[src/rtl/keypad_entry_ctrl.sv]
// Keypad entry controller: press/release FSM over the debounced key vector,
// 4-digit BCD entry buffer with backspace/clear/enter, and multiplexed display scan.
module keypad_entry_ctrl #(
  parameter int unsigned SCAN_DIV = 50000
) (
  input  logic        clk,
  input  logic        rst,
  input  logic [15:0] key_deb,
  output logic [15:0] disp_data,
  output logic [2:0]  digit_count,
  output logic        commit_valid,
  output logic [15:0] commit_value,
  output logic [3:0]  scan_cs,
  output logic [3:0]  scan_nibble,
  output logic        scan_blank
);

  localparam int unsigned DIV_W   = (SCAN_DIV > 1) ? $clog2(SCAN_DIV) : 1;
  localparam int unsigned KEY_N   = 16;
  localparam logic [3:0]  KEY_BS  = 4'd10;
  localparam logic [3:0]  KEY_CLR = 4'd11;
  localparam logic [3:0]  KEY_ENT = 4'd12;

  typedef enum logic [1:0] {
    WAIT_PRESS   = 2'd0,
    EXEC         = 2'd1,
    WAIT_RELEASE = 2'd2
  } state_e;

  state_e             state_q;
  logic [KEY_N-1:0]   key_q;
  logic [3:0]         code_q;
  logic               first_q;
  logic [15:0]        disp_q;
  logic [2:0]         count_q;
  logic               commit_valid_q;
  logic [15:0]        commit_value_q;
  logic [DIV_W-1:0]   div_q;
  logic [1:0]         idx_q;
  logic [3:0]         scan_cs_q;
  logic [3:0]         scan_nibble_q;
  logic               scan_blank_q;

  logic               one_hot_c;
  logic [3:0]         code_c;
  logic               div_wrap_c;
  logic [DIV_W-1:0]   div_d;
  logic [1:0]         idx_d;
  logic [3:0]         nibble_d;
  logic               blank_d;
  logic               release_ok_c;

  // Key decode: exactly-one-hot detect and index of the held key.
  always_comb begin
    one_hot_c = (key_q != '0) && ((key_q & (key_q - KEY_N'(1))) == '0);
    code_c    = 4'd0;
    for (int i = 0; i < KEY_N; i++) begin
      if (key_q[i]) code_c = 4'(i);
    end
  end

  // A key already held when reset drops must not look like a fresh press.
  always_comb begin
    release_ok_c = (key_q == '0) && !(first_q && (key_deb != '0));
  end

  // Scan divider and next-digit selection.
  always_comb begin
    div_wrap_c = (div_q == DIV_W'(SCAN_DIV - 1));
    div_d      = div_wrap_c ? '0 : div_q + DIV_W'(1);
    idx_d      = div_wrap_c ? idx_q + 2'd1 : idx_q;
    case (idx_d)
      2'd0:    nibble_d = disp_q[3:0];
      2'd1:    nibble_d = disp_q[7:4];
      2'd2:    nibble_d = disp_q[11:8];
      default: nibble_d = disp_q[15:12];
    endcase
    blank_d = ({1'b0, idx_d} >= count_q) && !((idx_d == 2'd0) && (count_q == 3'd0));
  end

  always_ff @(posedge clk) begin
    if (rst) begin
      state_q        <= WAIT_RELEASE;
      key_q          <= '0;
      code_q         <= 4'd0;
      first_q        <= 1'b1;
      disp_q         <= '0;
      count_q        <= 3'd0;
      commit_valid_q <= 1'b0;
      commit_value_q <= '0;
      div_q          <= '0;
      idx_q          <= 2'd0;
      scan_cs_q      <= 4'b1110;
      scan_nibble_q  <= 4'd0;
      scan_blank_q   <= 1'b0;
    end else begin
      key_q          <= key_deb;
      first_q        <= 1'b0;
      commit_valid_q <= 1'b0;
      div_q          <= div_d;
      idx_q          <= idx_d;
      scan_cs_q      <= ~(4'b0001 << idx_d);
      scan_nibble_q  <= nibble_d;
      scan_blank_q   <= blank_d;

      case (state_q)
        WAIT_PRESS: begin
          if (one_hot_c) begin
            code_q  <= code_c;
            state_q <= EXEC;
          end else if (key_q != '0) begin
            state_q <= WAIT_RELEASE;
          end
        end
        EXEC: begin
          state_q <= WAIT_RELEASE;
          if (code_q <= 4'd9) begin
            if (count_q < 3'd4) begin
              disp_q  <= {disp_q[11:0], code_q};
              count_q <= count_q + 3'd1;
            end
          end else if (code_q == KEY_BS) begin
            if (count_q != 3'd0) begin
              disp_q  <= {4'h0, disp_q[15:4]};
              count_q <= count_q - 3'd1;
            end
          end else if (code_q == KEY_CLR) begin
            disp_q  <= '0;
            count_q <= 3'd0;
          end else if (code_q == KEY_ENT) begin
            if (count_q != 3'd0) begin
              commit_value_q <= disp_q;
              commit_valid_q <= 1'b1;
              disp_q         <= '0;
              count_q        <= 3'd0;
            end
          end
        end
        WAIT_RELEASE: begin
          if (release_ok_c) state_q <= WAIT_PRESS;
        end
        default: state_q <= WAIT_RELEASE;
      endcase
    end
  end

  assign disp_data    = disp_q;
  assign digit_count  = count_q;
  assign commit_valid = commit_valid_q;
  assign commit_value = commit_value_q;
  assign scan_cs      = scan_cs_q;
  assign scan_nibble  = scan_nibble_q;
  assign scan_blank   = scan_blank_q;

endmodule
[config.mk]
export PLATFORM = sky130hd
export DESIGN_NAME = keypad_entry_ctrl
export DESIGN_NICKNAME = d
export VERILOG_FILES = /design/src/rtl/keypad_entry_ctrl.sv
export SDC_FILE = /design/constraint.sdc
export NUM_CORES = 1
export LEC_CHECK = 0
export ABC_AREA = 1
export CORE_MARGIN = 2
export CORE_UTILIZATION = 53
export DETAILED_ROUTE_END_ITERATION = 7
export HOLD_SLACK_MARGIN = 0.06
export PLACE_DENSITY = 0.76
export REMOVE_ABC_BUFFERS = 1
export SLEW_MARGIN = 30
export SYNTH_ARGS = -nofsm -noshare
export SYNTH_HDL_FRONTEND = slang
export SYNTH_SLANG_ARGS = --single-unit
[constraint.sdc]
create_clock -name clk -period 2.3 [get_ports clk]
set_input_delay 0.46 -clock clk [delete_from_list [all_inputs] [get_ports clk]]
set_output_delay 0.46 -clock clk [all_outputs]
set_load 0.03 [all_outputs]
# Word level (Yosys, flattened, before mapping)
# Cells that the tools add are included.
# totals
regBits,86
latch_bits,0
ram_bits,0
rom_bits,0
input_bits,18
output_inout_bits,45
memories,0
# op_classes
n_addsub,5
n_mul,0
div,0
n_lt_le_gt_ge,3
eq_ne,12
shift,1
n_mux,37
n_bitwise,7
n_reduce_logical,23
# op_table
op,n
$mux W16,7
$mux W4,14
$logic_not A16 Y1,2
$reduce_bool A16 Y1,2
$mux W3,7
$add A16 B1 Y16 const B,1
$and A16 B16 Y16,1
$eq A16 B16 Y1 const B,1
$sub A16 B1 Y16 const B,1
$eq A4 B4 Y1 const B,3
$pmux W4 S3,1
$mux W2,4
$reduce_and A6 Y1,1
$reduce_bool A3 Y1,2
$reduce_or A6 Y1,1
$logic_and A1 B1 Y1,5
$not A1 Y1,5
$reduce_and A5 Y1,1
$eq A2 B1 Y1 const B,2
$eq A2 B2 Y1 const B,2
$le A4 B4 Y1 const B,1
$logic_not A2 Y1,2
$not A4 Y4,1
$pmux W2 S2,1
other kinds (16),20

# Longest topological paths before layout
# depth
depth_word,15
mapped_depth,16

# Least setup slack after synthesis
# No wires, ideal clock.
# synth_timing
path_kind,register to register
startpoint,reg div_q[0]
endpoint,reg scan_blank_q (netlist: scan_blank)
t_arrival_ns,1.889
required_ns,2.185
slack_ns,0.296
stages_incl_launch_ff,16
synth_period_minus_slack_ns,2.004
path_cell_list,dfxtp_1 -> ha_1 -> nand2_1 -> inv_2 -> nand2_1 -> nor2_2 -> nand2_4 -> inv_6 -> or2_1 -> buf_6 -> nand2_8 -> ha_1 -> o21ai_0 -> a211oi_1 -> o21ai_0 -> inv_1
# synth_via
elab_chain_len,6
elab_cells_between_ends,7
# synth_rtl
element,line_no,rtl
from (decl),38,logic [DIV_W-1:0] div_q;
from (signal assigned),100,div_q <= div_d;
$eq A16 B16 Y1 *,69,div_wrap_c = (div_q == DIV_W'(SCAN_DIV - 1));
$mux W2 *,71,idx_d = div_wrap_c ? idx_q + 2'd1 : idx_q;
"parallel branches: the longest is 3 deep, another holds $ge A2 B3 Y1",n/a,
$logic_and A1 B1 Y1 *,78,"blank_d = ({1'b0, idx_d} >= count_q) && !((idx_d == 2'd0) && (count_q == 3'd0));"
to (signal assigned),104,scan_blank_q <= blank_d;
to (decl),42,logic scan_blank_q;
# Every way passes the cells marked *.
# A chain may end at the register's enable or synchronous reset.

# Worst setup path in the final report
# Ends and elaborated chain as after synthesis.

==> results by group <==
Worst setup path
  – Critical path class: flip-flop to flip-flop
  – CP top delay family: simple AND/OR/NAND/NOR gates
  – Arrival time worst endpoint: 2400 ps
  – Worst Path Max Fanout: 5
  – CP Launch Type: flip-flop
  – Reg2reg path depth: 14
  – Crit path max-delay cell type: dfxtp_1
  – Crit-path cells: ha_1 > nand2_1 > inv_2 > nand2_1 > nor2_2 > nand2_4 > inv_6 > or2_4 > nand2_8 > ha_1 > o21ai_0 > a211oi_1 > o21ai_0 > inv_1
  – Worst reg2reg path startpoint: div_q[0]$_SDFF_PP0_
  – Max incr delay on CP: 370 ps
  – Crit path required time: 2610 ps
  – Critical Path Sink Type: flip-flop
  – Worst R2R End: scan_blank$_SDFF_PP0_
  – Flop2flop setup slack: 220 ps
  – Critical path buffer and inverter count: 3

CTS
  – Worst-Skew Late Latency: 360 ps
  – # H-tree levels: 3
  – CTS tree: yes
  – Clock Path Buffers: 2
  – Post-CTS setup buffers: 0
  – CTS Sinks: 86
  – Clock-pin slew on the worst setup and hold paths: 90 ps
  – Cts hold-fix bufs: 0
  – Total CTS buffers: 9
  – Root Driver: clkbuf_8

Layout
  – Final Non-Filler Cells: 700
  – Final nets: 620
  – Area Overhead vs Synth: 24.7%
  – # diodes: 0
  – Layout cell share with drive strength beyond 1: 11.1%
  – Commonest non-fill, non-tap cell in the layout: nor2_1
  – Most frequent cells in the layout: nor2_1 (93), dfxtp_1 (86), nand2_1 (78)

Floorplan
  – Starting density of the core: 54.6%
  – Die X: 90.3 µm
  – DIE AREA: 0.00815 mm²
  – I/O Pins: 63
  – Core Region: 0.00721 mm²
  – Rows: 31
  – Die height: 90.3 µm

Min path
  – Min-delay src: div_q[0]$_SDFF_PP0_
  – Worst Hold Class: flip-flop to flip-flop
  – Worst hold path depth: 1
  – Hold Path Sink: div_q[0]$_SDFF_PP0_

Synth
  – Mapped Cells: 530
  – Post-synth EDFFs: 0
  – Syn Area/Cell: 7.44 µm²
  – Ys flop type: dfxtp_1
  – Cell area after synthesis: 0.00394 mm²
  – Distinct cell type count after synthesis: 40
  – Yosys warns: 0
  – Seq/Total Area, Yosys: 43.7%
  – Yosys reg bits: 86
  – Asr flop ratio synth: 0%

Global routing
  – Vias in the first global route: 3372
  – Global Route Usage Sum: 22.5%
  – Initial antenna violation count: 0
  – Global route overflow: 0
  – Pin count of the biggest net entering global routing: 33
  – First-pass GRT wire length: 15100 µm

STA
  – RSZ-0062 raised after global routing: no
  – Setup Skew: 14.2 ps
  – Max-slew violations: 0
  – Part of the cycle the worst path needs: 90.7%
  – Fmax: 0.480 GHz
  – Worst-Margin Slew: 556 ps
  – Final hold violation count: 0
  – Final setup fails: 0
  – Fin crit period: 2080 ps
  – Worst slew margin relative to its limit: 62.8%
  – Setup TNS: 0 ps

Place
  – Post-placement cell count: 684
  – Buffers on Ports: 62
  – HPWL Detailed: 6350 µm
  – Routability cong.: 0.819

Detailed routing
  – Initial DRT Pass Iterations: 5
  – Via count: 3589
  – WL final: 8930 µm
  – Via density per instance: 5.13
  – Iteration-0 DRC Markers: 185
  – Wire length per cell: 12.8 µm
  – DR DRC count: 0
  – Post-route ant nets: 0

Outcome
  – Status: finished clean

Job
  – Max-Cap Viols: 0

Power
  – Leak: 2.07 nW
  – Peak supply drop: 0.000334 V
  – Cell Pwr Density: 591 mW/mm²
[report_power, final]
group	leakage, nW	internal (mW)	switching [mW]
Clock	0.113	0.649	0.562
Sequential	0.698	1.51	0.0173
Combinational	1.26	0.0710	0.0969
Total	2.07	2.23	0.677
[worst register-to-register path, cell delays in order (launching register included)]
cell and delay (ps):
dfxtp_1 370, ha_1 180, nand2_1 70, inv_2 50, nand2_1 80, nor2_2 160, nand2_4 100, inv_6 80
or2_4 170, nand2_8 50, ha_1 260, o21ai_0 80, a211oi_1 210, o21ai_0 120, inv_1 60
[state kept, by name, summed over array words and instances (netlist names)]
name	flops
commit_value	16
disp_data	16
div_q	16
key_q	16
code_q	4
scan_cs	4
scan_nibble	4
digit_count	3
idx_q	2
state_q	2
commit_valid	1
first_q	1
scan_blank	1
[layout make-up]
| class | count | area (µm²) |
|---|---|---|
| Clock buffer | 10 | 138 |
| Fill cell | 607 | 2300 |
| Inverter | 81 | 309 |
| Tap cell | 99 | 124 |
| Timing Repair Buffer | 71 | 688 |
| Multi-Input combinational cell | 347 | 1840 |
| Clock inverter | 6 | 93.8 |
| Sequential cell | 86 | 1720 |
[cells in the mapped netlist, types with 3 or more instances]
| cell | instances | share of area (%) |
|---|---|---|
| nor4_1 | 3 | 0.48 |
| dfxtp_1 | 86 | 44 |
| inv_1 | 68 | 6.5 |
| o21ai_0 | 36 | 4.6 |
| nand4_1 | 6 | 0.95 |
| buf_2 | 5 | 0.63 |
| nor2_2 | 8 | 1.3 |
| clkbuf_1 | 9 | 0.86 |
| nand2_2 | 5 | 0.79 |
| a211oi_1 | 7 | 1.3 |
| xor2_1 | 3 | 0.67 |
| nor2_4 | 4 | 1.1 |
| nor3b_1 | 3 | 0.57 |
| ha_1 | 6 | 1.9 |
| o21ai_1 | 8 | 1.0 |
| nand3_1 | 14 | 1.8 |
| nand2_1 | 78 | 7.4 |
| a221oi_1 | 12 | 2.7 |
| nor2_1 | 93 | 8.9 |
| nor3_1 | 15 | 1.9 |
| inv_2 | 10 | 0.95 |
| a21oi_1 | 28 | 3.6 |
[through the flow]
step / power, mW / setup WS, ps / instance area [µm²] / hold slack (ps) / util [%]
finish: 2.90 / 215 / 4910 / 477 / 68.1
global route: 3.00 / 51.2 / 4910 / 506 / 68.1
CTS: 2.91 / 49.4 / 4910 / 484 / 68.1
detailed placement: 1.73 / 103 / 4680 / 469 / 64.9
global placement: 1.72 / 234 / 4680 / 428 / 64.9
floorplan: 1.66 / 231 / 3870 / 418 / -
[how the worst max path moves through the flow]
stage	cells after the start	end	startpoint	slack, ps
3_5_place_dp	14	scan_blank$_SDFF_PP0_	div_q[0]$_SDFF_PP0_	100
6_report	14	scan_blank$_SDFF_PP0_	div_q[0]$_SDFF_PP0_	220
5_1_grt	14	scan_blank$_SDFF_PP0_	div_q[0]$_SDFF_PP0_	50
4_1_cts	14	scan_blank$_SDFF_PP0_	div_q[0]$_SDFF_PP0_	50
2_1_floorplan	14	scan_blank$_SDFF_PP0_	div_q[0]$_SDFF_PP0_	230
3_3_place_gp	14	scan_blank$_SDFF_PP0_	div_q[0]$_SDFF_PP0_	230
[kinds of logic after synthesis]
group,after synthesis,synth area share (%)
DFF,86,43.7
and+or+nand+nor,242,29.7
adders and majority gates,6,1.90
xor gates and xnor gates,3,0.667
buffers and inverters,97,9.71
AOI/OAI and AO/OA,96,14.3
[layer usage]
layer  GRT usage [%]  vias to the layer above  part of all wire [%]
li1                -                     1842                     -
met1            29.5                     1620                    46
met2            37.2                      111                    46
met3            2.75                       16                   5.3
met4            10.5                        0                   2.1
met5               0                        -                     0
[what timing repair did]
action | 4_1_cts | 5_1_grt
hold endpoints to repair | 0 | 0
endpoints found under the setup margin | 0 | 1
gates resized for setup | 0 | 1
Note: power is estimated with default switching activity, not from simulation.
